==> src/rtl/stream_packetizer.sv <==
// stream_packetizer: groups a ready/valid byte stream into packets of a
// programmable payload length. Each packet ends with a trailer beat
// {seq, cnt} flagged by m_last. A packet is also closed early after
// TIMEOUT starved cycles. A single output register carries both payload
// and generated beats.
//
// Optional feature macro: STREAM_PACKETIZER_CHECKSUM_EN
//   When defined, an XOR-checksum beat is inserted between the last
//   payload beat and the trailer.
//
// state  | meaning
// -------+------------------------------------------------
// IDLE   | no payload held, waiting for the first beat
// FILL   | 1..len-1 payload beats accepted
// CSUM   | checksum beat pending (checksum build only)
// TRAIL  | trailer beat pending
module stream_packetizer #(
    parameter int DATA_WIDTH = 8,
    parameter int MAX_LEN    = 15,
    parameter int TIMEOUT    = 32,
    localparam int CW        = $clog2(MAX_LEN + 1),
    localparam int SW        = DATA_WIDTH - CW
) (
    input  logic                  clk,
    input  logic                  rst_n,
    input  logic [CW-1:0]         cfg_len,
    input  logic                  s_valid,
    input  logic [DATA_WIDTH-1:0] s_data,
    output logic                  s_ready,
    output logic                  m_valid,
    output logic [DATA_WIDTH-1:0] m_data,
    output logic                  m_last,
    input  logic                  m_ready,
    output logic [15:0]           pkt_cnt,
    output logic                  busy
);

    localparam int TW = $clog2(TIMEOUT + 1);

    typedef enum logic [1:0] {
        ST_IDLE  = 2'd0,
        ST_FILL  = 2'd1,
`ifdef STREAM_PACKETIZER_CHECKSUM_EN
        ST_CSUM  = 2'd2,
`endif
        ST_TRAIL = 2'd3
    } state_t;

    // First state entered once the payload of a packet is complete.
`ifdef STREAM_PACKETIZER_CHECKSUM_EN
    localparam state_t ST_CLOSE = ST_CSUM;
`else
    localparam state_t ST_CLOSE = ST_TRAIL;
`endif

    state_t                state_q,   state_d;
    logic [CW-1:0]         cnt_q,     cnt_d;
    logic [CW-1:0]         len_q,     len_d;
    logic [SW-1:0]         seq_q,     seq_d;
    logic [TW-1:0]         tmr_q,     tmr_d;
    logic                  m_valid_q, m_valid_d;
    logic                  m_last_q,  m_last_d;
    logic [DATA_WIDTH-1:0] m_data_q,  m_data_d;
    logic [15:0]           pkt_cnt_q, pkt_cnt_d;
`ifdef STREAM_PACKETIZER_CHECKSUM_EN
    logic [DATA_WIDTH-1:0] acc_q,     acc_d;
`endif

    logic          out_free;
    logic          in_hs;
    logic          close_req;
    logic [CW-1:0] cfg_len_eff;
    logic [CW-1:0] len_use;
    logic [CW-1:0] cnt_inc;

    assign out_free    = !m_valid_q || m_ready;
    assign s_ready     = (state_q == ST_IDLE || state_q == ST_FILL) && out_free;
    assign in_hs       = s_valid && s_ready;
    assign cfg_len_eff = (cfg_len == '0 || cfg_len > CW'(MAX_LEN)) ? CW'(MAX_LEN) : cfg_len;
    // The first beat of a packet compares against the freshly sampled length.
    assign len_use     = (state_q == ST_IDLE) ? cfg_len_eff : len_q;
    assign cnt_inc     = cnt_q + CW'(1);

    assign m_valid = m_valid_q;
    assign m_data  = m_data_q;
    assign m_last  = m_last_q;
    assign pkt_cnt = pkt_cnt_q;
    assign busy    = (state_q != ST_IDLE) || m_valid_q;

    // Next-state, output-register and timer logic.
    always_comb begin
        state_d   = state_q;
        cnt_d     = cnt_q;
        len_d     = len_q;
        seq_d     = seq_q;
        tmr_d     = tmr_q;
        m_valid_d = m_valid_q;
        m_last_d  = m_last_q;
        m_data_d  = m_data_q;
        pkt_cnt_d = pkt_cnt_q;
`ifdef STREAM_PACKETIZER_CHECKSUM_EN
        acc_d     = acc_q;
`endif
        close_req = 1'b0;

        if (m_valid_q && m_ready) begin
            m_valid_d = 1'b0;
            m_last_d  = 1'b0;
            if (m_last_q) begin
                pkt_cnt_d = pkt_cnt_q + 16'd1;
            end
        end

        if (in_hs) begin
            m_valid_d = 1'b1;
            m_data_d  = s_data;
            m_last_d  = 1'b0;
            cnt_d     = cnt_inc;
            tmr_d     = TW'(TIMEOUT);
            if (state_q == ST_IDLE) begin
                len_d = cfg_len_eff;
            end
`ifdef STREAM_PACKETIZER_CHECKSUM_EN
            acc_d = (state_q == ST_IDLE) ? s_data : (acc_q ^ s_data);
`endif
            state_d = (cnt_inc == len_use) ? ST_CLOSE : ST_FILL;
        end else begin
            case (state_q)
                ST_FILL: begin
                    // Only true starvation counts; a stalled valid beat holds the timer.
                    if (!s_valid) begin
                        if (tmr_q == TW'(1)) begin
                            close_req = 1'b1;
                        end else begin
                            tmr_d = tmr_q - TW'(1);
                        end
                    end
                end
`ifdef STREAM_PACKETIZER_CHECKSUM_EN
                ST_CSUM:  close_req = 1'b1;
`endif
                ST_TRAIL: close_req = 1'b1;
                default:  ;
            endcase
        end

        // A timeout emits its closing beat in the same cycle when the
        // register is free, so the trailer follows the last starved cycle.
        if (close_req) begin
            if (!out_free) begin
                if (state_q == ST_FILL) begin
                    state_d = ST_CLOSE;
                end
`ifdef STREAM_PACKETIZER_CHECKSUM_EN
            end else if (state_q != ST_TRAIL) begin
                m_valid_d = 1'b1;
                m_data_d  = acc_q;
                m_last_d  = 1'b0;
                state_d   = ST_TRAIL;
`endif
            end else begin
                m_valid_d = 1'b1;
                m_data_d  = {seq_q, cnt_q};
                m_last_d  = 1'b1;
                seq_d     = seq_q + SW'(1);
                cnt_d     = '0;
                state_d   = ST_IDLE;
            end
        end
    end

    // State and output registers; reset discards any partial packet.
    always_ff @(posedge clk or negedge rst_n) begin
        if (!rst_n) begin
            state_q   <= ST_IDLE;
            cnt_q     <= '0;
            len_q     <= '0;
            seq_q     <= '0;
            tmr_q     <= '0;
            m_valid_q <= 1'b0;
            m_last_q  <= 1'b0;
            m_data_q  <= '0;
            pkt_cnt_q <= '0;
`ifdef STREAM_PACKETIZER_CHECKSUM_EN
            acc_q     <= '0;
`endif
        end else begin
            state_q   <= state_d;
            cnt_q     <= cnt_d;
            len_q     <= len_d;
            seq_q     <= seq_d;
            tmr_q     <= tmr_d;
            m_valid_q <= m_valid_d;
            m_last_q  <= m_last_d;
            m_data_q  <= m_data_d;
            pkt_cnt_q <= pkt_cnt_d;
`ifdef STREAM_PACKETIZER_CHECKSUM_EN
            acc_q     <= acc_d;
`endif
        end
    end

endmodule

==> config.mk <==
export PLATFORM = sky130hd
export DESIGN_NAME = stream_packetizer
export DESIGN_NICKNAME = d
export VERILOG_FILES = /design/src/rtl/stream_packetizer.sv
export SDC_FILE = /design/constraint.sdc
export NUM_CORES = 1
export LEC_CHECK = 0
export BUFFER_PORTS_ARGS = -buffer_cell sky130_fd_sc_hd__buf_2
export CAP_MARGIN = 0
export CORE_AREA = 2 2 71 73
export DETAILED_ROUTE_END_ITERATION = 16
export DIE_AREA = 0 0 73 75
export GPL_TIMING_DRIVEN = 0
export PLACE_DENSITY = 0.71
export SETUP_SLACK_MARGIN = 0.05
export SLEW_MARGIN = 20
export SYNTH_ARGS = -nofsm -noshare
export SYNTH_HDL_FRONTEND = slang
export SYNTH_SLANG_ARGS = --single-unit
export TNS_END_PERCENT = 5
==> constraint.sdc <==
create_clock -name clk -period 1.9 [get_ports clk]
set_input_delay 0.19 -clock clk [delete_from_list [all_inputs] [get_ports clk]]
set_output_delay 0.19 -clock clk [all_outputs]
set_load 0.02 [all_outputs]
==> results of run 1 <==
sequential cells by signal (all words and copies together), names as in the netlist, 2 cells and up:
signal,flops
len_q,4
seq_q,4
m_data,8
tmr_q,6
cnt_q,4
state_q,2
pkt_cnt,16
layout make-up:
type | count | share of cell area
Sequential cell | 46 | 0.4259
Multi-Input combinational cell | 160 | 0.4023
Timing Repair Buffer | 48 | 0.09537
Clock buffer | 7 | 0.02824
Tap cell | 54 | 0.02500
Buffer | 6 | 0.01620
Inverter | 5 | 0.006944
through the flow:
| stage | cells | instance area (um2) | total power [mW] |
|---|---|---|---|
| 3_3_place_gp | 314 | 2557 | 3.020 |
| 6_report | 326 | 2703 | 3.671 |
| 2_1_floorplan | 217 | 2275 | 2.655 |
| 3_5_place_dp | 314 | 2557 | 3.071 |
| 4_1_cts | 321 | 2643 | 3.647 |
| 5_1_grt | 326 | 2703 | 3.977 |
cells in the final DEF (no fill, tap or decap), drive strengths merged, types with 2 or more instances in the layout:
master  netlist  final
a21oi         6      6
and4          2      2
buf           5     52
clkbuf        1      8
dfrtp        46     46
ha            5      5
inv           5      5
mux2i         9      9
nand2        29     29
nand2b        3      3
nand3         7      7
nand4         7      7
nor2         18     18
nor3          9      9
nor4          2      2
o211ai        2      2
o21ai        12     12
o22a          2      2
o22ai         2      2
o31ai         2      2
or3           5      5
xnor2        18     18
xor2          9      9
critical path, cell delays in order (launching register included):
cell	delay, ns
dfrtp_1	0.39
inv_1	0.08
ha_2	0.21
a2111oi_4	0.39
buf_4	0.19
nand2_1	0.08
nor3_1	0.18
mux2i_1	0.21
metal layers:
metal | vias up | part of all wire | track usage
li1 | 863 | - | -
met5 | - | 0 | 0
met1 | 813 | 0.49 | 0.2319
met2 | 49 | 0.45 | 0.2703
met4 | 0 | 0.0091 | 0.04321
met3 | 6 | 0.051 | 0.04819
cells by family (layout without fill, tap and decap cells):
group | count (synthesis) | count (layout) | synth area share
fa+ha+maj | 5 | 5 | 0.02750
xor+xnor | 27 | 27 | 0.1040
buf+inv | 11 | 66 | 0.02750
compound gates | 32 | 32 | 0.09736
simple gates | 86 | 86 | 0.1931
mux | 10 | 10 | 0.04456
flops | 46 | 46 | 0.5060
how the worst max path moves through the flow:
stage	cells after the start	start	slack, ns	endpoint
2_1_floorplan	4	tmr_q[3]$_DFFE_PN0P_	0.17	seq_q[1]$_DFFE_PN0P_
3_3_place_gp	5	tmr_q[3]$_DFFE_PN0P_	0.04	m_data[6]$_DFF_PN0_
3_5_place_dp	5	tmr_q[0]$_DFFE_PN0P_	0.04	tmr_q[5]$_DFFE_PN0P_
4_1_cts	5	tmr_q[0]$_DFFE_PN0P_	0.02	tmr_q[5]$_DFFE_PN0P_
5_1_grt	7	state_q[1]$_DFF_PN0_	0.003	state_q[1]$_DFF_PN0_
6_report	7	tmr_q[1]$_DFFE_PN0P_	0.12	tmr_q[4]$_DFFE_PN0P_
where the power goes:
| group | leakage, nW | switching [mW] | total (mW) | internal (mW) |
|---|---|---|---|---|
| Clock | 0.0383 | 0.299 | 0.552 | 0.254 |
| Sequential | 0.583 | 0.307 | 1.60 | 1.29 |
| Combinational | 0.631 | 0.842 | 1.52 | 0.676 |
| Total | 1.25 | 1.45 | 3.67 | 2.22 |
repair_timing:
action                     CTS  global route
setup buffers                0             4
gates cloned                 0             0
gates resized for setup      1             4
hold endpoints to repair     0            46
hold buffers                 0             1
pin swaps                    0             3
setup endpoints to repair   10            12
==> metrics.yaml, run 1 <==
reg2reg_from: "tmr_q[1]$_DFFE_PN0P_"
fin_nets: 293
synth_area_leaders: "dfrtp_1, xnor2_1, nand2_1"
crit_path_end_kind: "flip-flop"
holdWs_ns: 0.1833
drc_errors: 0
maxCapViolCount: 0
period_share: 0.9368
worstHoldPathCells: 3
antenna_found_initial: 0
firstDrtPassIters: 4
clkSinkCount: 46
antennaDiodeCount: 0
wl_um: 4267
hold_path.startpoint: "s_data[1]"
skew_ns: 0.003765
ys.flop_type: "dfrtp_1"
ys_ff_latch: 46
crit_required_ns: 2.12
grt_start_max_net_pins: 47
drive_gt1_frac: 0.2684
ys_warn_count: 0
rsz0062_at_grt: "yes"
synth-edff-count: 0
crit_fanout: 4
pre_cts_slack_ns: 0.03547
ys_seq_area_frac: 0.5061
cts_buffers: 5
route.antenna.remaining_nets: 0
crit_type: "flip-flop to flip-flop"
power_density_nw_per_um2: 1358
peakVddDrop_uv: 722.0
cts-root-buf: "clkbuf_8"
tns_ns: 0
synth.avg_cell_area_um2: 10.48
synth_top_area_share: 0.5061
die_w_um: 73
hold_class: "primary input to flip-flop"
start_util: 0.4881
grtUsageTotal: 0.1703
gp_congestion: 0.8178
syn_area_um2: 2275
yosysMostFrequentCell: "dfrtp_1"
fp-row-count: 25
die-area_um2: 5475
synthTopCellsByCount: "dfrtp_1, nand2_1, xnor2_1"
startpoint_type: "flip-flop"
fmax_ghz: 0.5618
area_growth_pct: 18.81
syn-instance-count: 217
ios: 44
whs_endpoint: "m_data[1]$_DFF_PN0_"
fp.dieH_um: 75
wire_per_inst_um: 13.09
finalSetupViolCount: 0
gr-total-overflow: 0
dr_total_vias: 1731
drtIter0Drc: 59
async_reset_ff_frac: 1.000
num-fill-cells: 405
finalCoreUtilization: 0.5799
yosysUniqueCellTypes: 45
clock_latency_ns: 0.29
r2r_setup_slack_ns: 0.12
via_per_inst: 5.310
arrival_ns: 2.00
yosys.area.top_type: "dfrtp_1"
hold_viol_final: 0
period_needed_ns: 1.780
cts_tree: "yes"
reg2reg_to: "tmr_q[4]$_DFFE_PN0P_"
seq_area_um2: 1151
core_um2: 4661
p_leak_nw: 1.253
clkTransAtPathRegs_ns: 0.08
tightestPinTransition_ns: 0.5650
multiInputGateArea_um2: 1087
drv_slew: 0
grt_pass1_wl_um: 7279
dp_hpwl_um: 3037
rr_worst_depth: 7
syn_nets: 238
status: "completed"
htree_levels: 2
clockBufferDepth: 2
worst_slack_ns: 0.1200
grt_pass1_vias: 1623
io_buffers: 43
maxSlewHeadroom: 0.6233
(Power assumes the default switching activity.)
==> inputs of run 2 (changes only) <==
CORE_AREA = 2 2 64 81   (was 2 2 71 73)
DIE_AREA = 0 0 66 83   (was 0 0 73 75)
==> metrics.yaml, run 2 (synthesis gave the netlist of run 1 again) <==
crit_family: "simple AND/OR/NAND/NOR gates"  # was flip-flops
crit_path_end_kind: "flip-flop"  # unchanged
rsz0062_at_grt: "yes"  # unchanged
maxSlewHeadroom: 0.6169  # was 0.6233
grt_pass1_wl_um: 7693  # was 7279 um
final_cell_area_um2: 2724  # was 2703 um2
cp_cell_sequence: "inv_1 -> ha_4 -> a2111oi_4 -> nand2_2 -> or4_1 -> nand3_1"  # was inv_1 -> ha_2 -> a2111oi_4 -> buf_4 -> nand2_1 -> nor3_1 -> mux2i_1
placed_area_um2: 2565  # was 2557 um2
route.antenna.remaining_nets: 0  # unchanged
cts_buffers: 5  # unchanged
clkTransAtPathRegs_ns: 0.08  # about the same
startpoint_type: "flip-flop"  # unchanged
cts-root-buf: "clkbuf_8"  # unchanged
wl_um: 4475  # was 4267 um
firstDrtPassIters: 4  # unchanged
area_growth_pct: 19.75  # was 18.81%
status: "completed"  # unchanged
period_share: 0.9523  # was 0.9368
tightestPinTransition_ns: 0.5747  # was 0.5650 ns
antennaDiodeCount: 0  # unchanged
clock_latency_ns: 0.30  # was 0.29 ns
maxCapViolCount: 0  # unchanged
drive_gt1_frac: 0.2731  # was 0.2684
ios: 44  # unchanged
drtIter0Drc: 38  # was 59
start_util: 0.4845  # was 0.4881
drv_slew: 0  # unchanged
fp.dieH_um: 83  # was 75 um
gr-total-overflow: 0  # unchanged
fin_nets: 293  # unchanged
layout_commonest_cell: "dfrtp_1"  # unchanged
hold_class: "primary input to flip-flop"  # unchanged
power.total_mw: 3.722  # was 3.671 mW
crit_type: "flip-flop to flip-flop"  # unchanged
worst_slack_ns: 0.09069  # was 0.1200 ns
die_w_um: 66  # was 73 um
crit_fanout: 5  # was 4
drc_errors: 0  # unchanged
crit_required_ns: 2.14  # was 2.12 ns
gp_congestion: 0.7671  # was 0.8178
pre_cts_slack_ns: -0.02503  # was 0.03547 ns
grt_start_max_net_pins: 47  # unchanged
tns_ns: 0  # unchanged
via_per_inst: 5.369  # was 5.310
power_density_nw_per_um2: 1367  # was 1358 nW/um2
grtUsageTotal: 0.1758  # was 0.1703
clockBufferDepth: 2  # unchanged
period_needed_ns: 1.809  # was 1.780 ns
crit_buf_inv: 1  # was 2
finalSetupViolCount: 0  # unchanged
arrival_ns: 2.04  # was 2.00 ns
io_buffers: 43  # unchanged
fp-row-count: 28  # was 25
cts_tree: "yes"  # unchanged
dr_total_vias: 1777  # was 1731
cpMaxStageDelayCell: "a2111oi_4"  # was dfrtp_1
final_cell_mix: "dfrtp_1, buf_2, nand2_1, xnor2_1, nor2_1"  # unchanged
holdWs_ns: 0.1823  # was 0.1833 ns
grt_pass1_vias: 1766  # was 1623
antenna_found_initial: 0  # unchanged
largest_reg_flops: 16  # unchanged
dp_hpwl_um: 3187  # was 3037 um
p_leak_nw: 1.260  # was 1.253 nW
die-area_um2: 5478  # was 5475 um2
slowest_delay_ns: 0.47  # was 0.39 ns
fmax_ghz: 0.5527  # was 0.5618 GHz
clkSinkCount: 46  # unchanged
wire_per_inst_um: 13.52  # was 13.09 um
core_um2: 4695  # was 4661 um2
skew_ns: 0.003082  # was 0.003765 ns
hold_viol_final: 0  # unchanged
htree_levels: 2  # unchanged
peakVddDrop_uv: 695.2  # was 722.0 uV
-- run 2: through the flow --
stage	std cells	util
final	331	0.5802
after global routing	331	0.5802
after CTS	326	0.5658
after detailed placement	320	0.5464
after global placement	320	0.5464
after floorplan	217	-
-- run 2: tightest hold or removal path: stages --
cell and delay [ns]:
buf_2 0.08, mux2i_1 0.05, o21ai_0 0.13
-- run 2: power breakdown --
part | switching [mW] | internal (mW) | leakage, nW
Clock | 0.309 | 0.281 | 0.0431
Combinational | 0.837 | 0.684 | 0.633
Sequential | 0.316 | 1.29 | 0.583
Total | 1.46 | 2.26 | 1.26
-- run 2: worst paths after layout --
kind	from	end	slack, ns	depth (start not counted)
max	tmr_q[1]$_DFFE_PN0P_	tmr_q[5]$_DFFE_PN0P_	0.09	6
min	s_data[6]	m_data[6]$_DFF_PN0_	0.18	3
max reg2reg	tmr_q[1]$_DFFE_PN0P_	tmr_q[5]$_DFFE_PN0P_	0.09	6
min reg2reg	pkt_cnt[15]$_DFFE_PN0P_	pkt_cnt[15]$_DFFE_PN0P_	0.47	1
max in group asynchronous	rst_n	cnt_q[2]$_DFF_PN0_	1.08	2
min in group asynchronous	rst_n	pkt_cnt[5]$_DFFE_PN0P_	0.44	2
-- run 2: layer usage --
layer / vias to the layer above / wire (um) / track usage / part of all wire
li1: 861 / - / - / -
met1: 862 / 2001 / 0.2171 / 0.45
met2: 47 / 2177 / 0.2994 / 0.49
met3: 7 / 236 / 0.04065 / 0.053
met4: 0 / 59 / 0.05566 / 0.013
met5: - / 0 / 0 / 0
-- run 2: cell type report --
type                    instances  area [um2]
plain buffers                   6       45.04
clock buffers                   6       82.58
fillers                       446        1971
inverters                       5       18.77
multi-input cells             160        1094
flip-flops and latches         46        1151
well taps                      60       75.07
repair buffers                 48       257.7
-- run 2: what timing repair did --
action | 4_1_cts | 5_1_grt
hold buffers | 0 | 1
setup endpoints to repair | 11 | 14
pin swaps | 0 | 5
resized for setup | 1 | 6
hold endpoints to repair | 0 | 46
setup buffers | 0 | 4
